===== src/rtl/vend_input_conditioner.sv =====
`default_nettype none
// ============================================================================
// Module      : vend_input_conditioner
// Description : Front end for the vending controller. Synchronises and
//               debounces the coin sensor and two selection buttons, qualifies
//               coin pulse width (short-coin reject, jam detect) and emits
//               clean single-cycle quarter_in / select1 / select2 pulses.
//               Optional feature macro: VEND_COIN_COUNT_EN adds saturating
//               coin_count[15:0] and jam_count[7:0] outputs.
// Revision    : 1.0 - initial release
// ============================================================================
module vend_input_conditioner #(
    parameter int SYNC_STAGES = 2,
    parameter int DEB_CYCLES  = 4,
    parameter int COIN_MIN    = 3,
    parameter int COIN_MAX    = 20,
    parameter int WID_W       = 8
) (
    input  logic        clk,
    input  logic        reset,
    input  logic        coin_raw,
    input  logic        sel1_raw,
    input  logic        sel2_raw,
    input  logic        accept_en,
    output logic        quarter_in,
    output logic        select1,
    output logic        select2,
    output logic        coin_reject,
`ifdef VEND_COIN_COUNT_EN
    output logic        coin_jam,
    output logic [15:0] coin_count,
    output logic [7:0]  jam_count
`else
    output logic        coin_jam
`endif
);

    // Channel 0 = coin, 1 = button 1, 2 = button 2.
    localparam int c_NCH = 3;
    // The debounce counter never holds more than DEB_CYCLES-1.
    localparam int c_DEB_W = (DEB_CYCLES < 2) ? 1 : $clog2(DEB_CYCLES);
    localparam logic [c_DEB_W-1:0] c_DEB_LAST = c_DEB_W'(DEB_CYCLES - 1);

    localparam logic [1:0] c_ST_IDLE = 2'd0;
    localparam logic [1:0] c_ST_MEAS = 2'd1;
    localparam logic [1:0] c_ST_JAM  = 2'd2;

    localparam logic [WID_W-1:0] c_WID_ONE = WID_W'(1);
    localparam logic [WID_W-1:0] c_WID_MIN = WID_W'(COIN_MIN);
    localparam logic [WID_W-1:0] c_WID_MAX = WID_W'(COIN_MAX);
    localparam logic [WID_W-1:0] c_WID_SAT = WID_W'(COIN_MAX + 1);

    logic [c_NCH-1:0] w_raw;
    logic [c_NCH-1:0] w_db;
    logic             w_coin_db;

    assign w_raw     = {sel2_raw, sel1_raw, coin_raw};
    assign w_coin_db = w_db[0];

    genvar gi;
    generate
        for (gi = 0; gi < c_NCH; gi++) begin : g_chan
            logic [SYNC_STAGES-1:0] r_sync;
            logic [c_DEB_W-1:0]     r_cnt;
            logic                   r_db;

            // Metastability synchroniser: shift the raw level through SYNC_STAGES flops.
            always_ff @(posedge clk) begin
                if (reset) begin
                    r_sync <= '0;
                end else begin
                    r_sync <= {r_sync[SYNC_STAGES-2:0], w_raw[gi]};
                end
            end

            // Debouncer: toggle the level after DEB_CYCLES consecutive differing samples.
            always_ff @(posedge clk) begin
                if (reset) begin
                    r_cnt <= '0;
                    r_db  <= 1'b0;
                end else if (r_sync[SYNC_STAGES-1] == r_db) begin
                    r_cnt <= '0;
                end else if (r_cnt == c_DEB_LAST) begin
                    r_db  <= ~r_db;
                    r_cnt <= '0;
                end else begin
                    r_cnt <= r_cnt + c_DEB_W'(1);
                end
            end

            assign w_db[gi] = r_db;
        end
    endgenerate

    logic [1:0] r_sel_db_q;

    // Registered rising-edge detect of both debounced buttons; release is ignored.
    always_ff @(posedge clk) begin
        if (reset) begin
            r_sel_db_q <= 2'b00;
            select1    <= 1'b0;
            select2    <= 1'b0;
        end else begin
            r_sel_db_q <= w_db[2:1];
            select1    <= w_db[1] & ~r_sel_db_q[0];
            select2    <= w_db[2] & ~r_sel_db_q[1];
        end
    end

    logic [1:0]       r_state;
    logic [1:0]       w_state_nxt;
    logic [WID_W-1:0] r_wid;
    logic [WID_W-1:0] w_wid_nxt;
    logic             w_quarter_nxt;
    logic             w_reject_nxt;
    logic             w_jam_entry;

    // Coin qualification: measure debounced-high width, decide on the falling cycle.
    always_comb begin
        w_state_nxt   = r_state;
        w_wid_nxt     = r_wid;
        w_quarter_nxt = 1'b0;
        w_reject_nxt  = 1'b0;
        w_jam_entry   = 1'b0;
        case (r_state)
            c_ST_IDLE: begin
                if (w_coin_db) begin
                    w_state_nxt = c_ST_MEAS;
                    w_wid_nxt   = c_WID_ONE;
                end
            end
            c_ST_MEAS: begin
                if (w_coin_db) begin
                    // One more high cycle past COIN_MAX means the coin is stuck.
                    if (r_wid >= c_WID_MAX) begin
                        w_state_nxt = c_ST_JAM;
                        w_wid_nxt   = c_WID_SAT;
                        w_jam_entry = 1'b1;
                    end else begin
                        w_wid_nxt = r_wid + c_WID_ONE;
                    end
                end else begin
                    w_state_nxt = c_ST_IDLE;
                    if ((r_wid >= c_WID_MIN) && accept_en) begin
                        w_quarter_nxt = 1'b1;
                    end else begin
                        w_reject_nxt = 1'b1;
                    end
                end
            end
            c_ST_JAM: begin
                w_wid_nxt = c_WID_SAT;
                if (!w_coin_db) begin
                    w_state_nxt = c_ST_IDLE;
                end
            end
            default: begin
                w_state_nxt = c_ST_IDLE;
                w_wid_nxt   = '0;
            end
        endcase
    end

    // Coin FSM state, width counter and registered result pulses.
    always_ff @(posedge clk) begin
        if (reset) begin
            r_state     <= c_ST_IDLE;
            r_wid       <= '0;
            quarter_in  <= 1'b0;
            coin_reject <= 1'b0;
        end else begin
            r_state     <= w_state_nxt;
            r_wid       <= w_wid_nxt;
            quarter_in  <= w_quarter_nxt;
            coin_reject <= w_reject_nxt;
        end
    end

    assign coin_jam = (r_state == c_ST_JAM);

`ifdef VEND_COIN_COUNT_EN
    logic [15:0] r_coin_count;
    logic [7:0]  r_jam_count;

    // Saturating event counters; coin_count moves on the same edge as quarter_in.
    always_ff @(posedge clk) begin
        if (reset) begin
            r_coin_count <= 16'd0;
            r_jam_count  <= 8'd0;
        end else begin
            if (w_quarter_nxt && (r_coin_count != 16'hFFFF)) begin
                r_coin_count <= r_coin_count + 16'd1;
            end
            if (w_jam_entry && (r_jam_count != 8'hFF)) begin
                r_jam_count <= r_jam_count + 8'd1;
            end
        end
    end

    assign coin_count = r_coin_count;
    assign jam_count  = r_jam_count;
`endif

endmodule
`default_nettype wire

===== config.mk =====
export PLATFORM = sky130hd
export DESIGN_NAME = vend_input_conditioner
export DESIGN_NICKNAME = d
export VERILOG_FILES = /design/src/rtl/vend_input_conditioner.sv
export SDC_FILE = /design/constraint.sdc
export NUM_CORES = 1
export LEC_CHECK = 0
export CAP_MARGIN = 5
export CORE_MARGIN = 4
export CORE_UTILIZATION = 50
export DETAILED_ROUTE_END_ITERATION = 10
export DONT_BUFFER_PORTS = 1
export PLACE_DENSITY = 0.72
export SETUP_SLACK_MARGIN = 0.5
export SLEW_MARGIN = 5
export SYNTH_ARGS = -nofsm -noshare
export SYNTH_HDL_FRONTEND = slang
export SYNTH_SLANG_ARGS = --single-unit

===== constraint.sdc =====
create_clock -name clk -period 4 [get_ports clk]
set_clock_uncertainty 0.2 [all_clocks]
set_input_delay 0.8 -clock clk [delete_from_list [all_inputs] [get_ports clk]]
set_output_delay 0.8 -clock clk [all_outputs]
set_load 0.005 [all_outputs]

==> impl_metrics.csv <==
group,metric,value,unit
pwr,leakagePower,0.487,nW
timing,hold_viol_final,0,
cells_and_area,final-seq-area,621,um2
grt,antenna_found_initial,0,
synthesis,syn-instance-count,120,
critical_path,cp-endpoint,"coin_jam",
critical_path,rr_startpoint,"r_wid[7]",
placement,dpl_worst_slack,2.30,ns
detailed_routing,via_per_inst,5.16,
timing,rsz0062_at_grt,"no",
detailed_routing,drt-initial-drc-count,6,
placement,gp_congestion,0.783,
clock_network,cts_sinks,31,
timing,maxSlewHeadroom,69.1,%
critical_path,worstSetupPathType,"reg2out",
critical_path,crit_path_start,"r_state[1]",
critical_path,critPathCaptureType,"primary output",
floorplanning,core_area,0.00223,mm2
clock_network,clock_latency,0.32,ns
synthesis,synth-edff-count,0,
synthesis,yosys.area.top_type,"dfxtp_1",
clock_network,cts_tree,"built",
critical_path,cpPeakStageDelay,0.46,ns
cells_and_area,multi_input_area,518,um2
floorplanning,io_pins,11,
critical_path,r2r_slack,2.47,ns
cells_and_area,drive_gt1_share,8.06,%
pwr,ir_drop,0.000322,V
critical_path,crit_required,3.00,ns
floorplanning,die_w,56.6,um
clock_network,postCtsResizedCells,0,
detailed_routing,vias,785,
placement,dpl.cell_count,144,
timing,setup_tns,0,ns
grt,grt_pass1_wl,2980,um
timing,max_freq,489,MHz
synthesis,async_flop_share,0,%
outcome,outcome,"finished clean",
clock_network,hold_buffers,0,
pwr,cellPowerDensity,393,mW/mm2
placement,place_area,0.00120,mm2
detailed_routing,remaining_drc_errors,0,
synthesis,ys_ff_latch,31,
floorplanning,fp-row-count,17,
detailed_routing,firstDrtPassIters,4,
clock_network,cts_setup_buffers,0,
detailed_routing,wl_per_cell,11.3,um
critical_path,crit_path_top_delay_cell,"dfxtp_1",
floorplanning,die_y,56.6,um
grt,grt_max_degree,21,
critical_path,r2r_end,"r_wid[2]",
timing,finalCritPeriodShare,51.1,%
timing,setup_violations,0,
synthesis,yosysSeqAreaShare,52.7,%
critical_path,cp_num_cells,2,
critical_path,worstPathBufferInverterCount,1,
critical_path,r2r_cells,4,
synthesis,yosys.cell_types.count,30,
placement,io_buffers,0,
cells_and_area,fillers,203,
critical_path,critPathTopFamily,"flip-flops",
placement,dp_hpwl,1240,um
cells_and_area,fin_area,0.00125,mm2
timing,hold_slack,0.188,ns
flow_run,drv_cap,0,
synthesis,syn_area_per_cell,9.82,um2
timing,worst_pin_slew,0.459,ns
cells_and_area,final_cell_count_no_fill,152,
clock_network,htree_levels,2,
timing,drv_slew,0,
cells_and_area,diodes,0,
synthesis,syn-cell-area,0.00118,mm2
critical_path,start_kind,"flop",
synthesis,syn_nets,131,
clock_network,clkTransAtPathRegs,0.10,ns
timing,layout_setup_ws,1.96,ns
grt,track_usage,12.7,%
synthesis,synth.most_common_cell,"dfxtp_1",
clock_network,cts-root-buf,"clkbuf_4",
synthesis,synthFlopType,"dfxtp_1",
synthesis,ys_top_cells_by_area,"dfxtp_1 53%, nor2b_1 6.9%, nor2_1 5.4%, ha_1 5.3%, xnor2_1 3.0%",
clock_network,cts-buffers-inserted,5,
synthesis,synth_top_area_share,52.7,%
critical_path,crit_fanout,9,
synthesis,yosys_warnings,0,
detailed_routing,final_antenna_net_count,0,
min_path,hold_path_class,"reg2reg",
grt,grt_overflow,0,
timing,fin_crit,2.04,ns
critical_path,crit_chain,"nand2b_1 > inv_1",
grt,grt_pass1_vias,707,
cells_and_area,area_delta_synth_final,6.05,%
clock_network,cts_max_path_buffers,2,
critical_path,crit_arrival,1.04,ns
detailed_routing,finalWirelength,1710,um
floorplanning,design.die.area,0.00320,mm2
synthesis,netlist_top_cells_count,"31 x dfxtp_1, 17 x nor2_1, 13 x nor2b_1",
floorplanning,initial_utilization,52.8,%
cells_and_area,layout.nets,134,
area by class of cell:
| cell class | instances | area share [%] |
|---|---|---|
| multi-input combinational | 79 | 41.4 |
| sequential | 31 | 49.6 |
| clock buffer | 6 | 3.30 |
| clock inverter | 2 | 1.00 |
| tap | 28 | 2.80 |
| inverter | 6 | 1.80 |
layer usage:
layer | wire length (um) | share of wire, % | GRT usage (%)
met2 | 760 | 44 | 18.2
met5 | 0 | 0 | 0
met4 | 36 | 2.1 | 9.15
met3 | 106 | 6.2 | 7.13
met1 | 811 | 47 | 13.8
sequential cells by signal (all words and copies together), names as in the netlist:
name	count
r_wid	8
g_chan.r_cnt	6
g_chan.r_sync	6
g_chan.r_db	3
r_sel_db_q	2
r_state	2
coin_reject	1
quarter_in	1
select1	1
select2	1
cells in the final DEF, fill, tap and decap left out, types with 2 or more instances in the layout:
master	n
a21oi_1	4
a31oi_1	4
clkbuf_4	5
dfxtp_1	31
ha_1	5
inv_1	6
mux2i_1	3
nand2_1	4
nand2b_1	2
nand3_1	3
nand3b_1	3
nor2_1	17
nor2b_1	13
o21ai_0	2
or3_1	3
xnor2_1	4
through the flow:
stage	power, mW	utilization (%)
final	0.491	56.0
after global routing	0.518	56.0
after CTS	0.502	56.0
after detailed placement	0.327	53.6
after global placement	0.327	53.6
after floorplan	0.328	-
power breakdown:
group | leakage, nW | total (mW) | internal [mW] | switching, mW
clock network | 0.0282 | 0.171 | 0.0677 | 0.103
logic | 0.208 | 0.00636 | 0.00386 | 0.00250
registers | 0.251 | 0.314 | 0.312 | 0.00148
cells by family (layout without fill, tap and decap cells):
| family | after synthesis | in the layout | synth area share (%) |
|---|---|---|---|
| compound gates | 17 | 17 | 9.77 |
| xor+xnor | 5 | 5 | 3.72 |
| fa+ha+maj | 5 | 5 | 5.31 |
| buf+inv | 10 | 14 | 3.40 |
| flops | 31 | 31 | 52.7 |
| mux | 3 | 3 | 2.55 |
| simple gates | 49 | 49 | 22.6 |
how the worst min path moves through the flow:
| stage | from | slack [ns] | end | cells after the start |
|---|---|---|---|---|
| floorplan | r_sel_db_q[0] | 0.17 | select1 | 1 |
| global placement | r_sel_db_q[0] | 0.17 | select1 | 1 |
| detailed placement | r_sel_db_q[0] | 0.18 | select1 | 1 |
| CTS | r_sel_db_q[0] | 0.19 | select1 | 1 |
| global route | r_sel_db_q[0] | 0.20 | select1 | 1 |
| finish | r_sel_db_q[0] | 0.19 | select1 | 1 |
(Power assumes the default switching activity.)
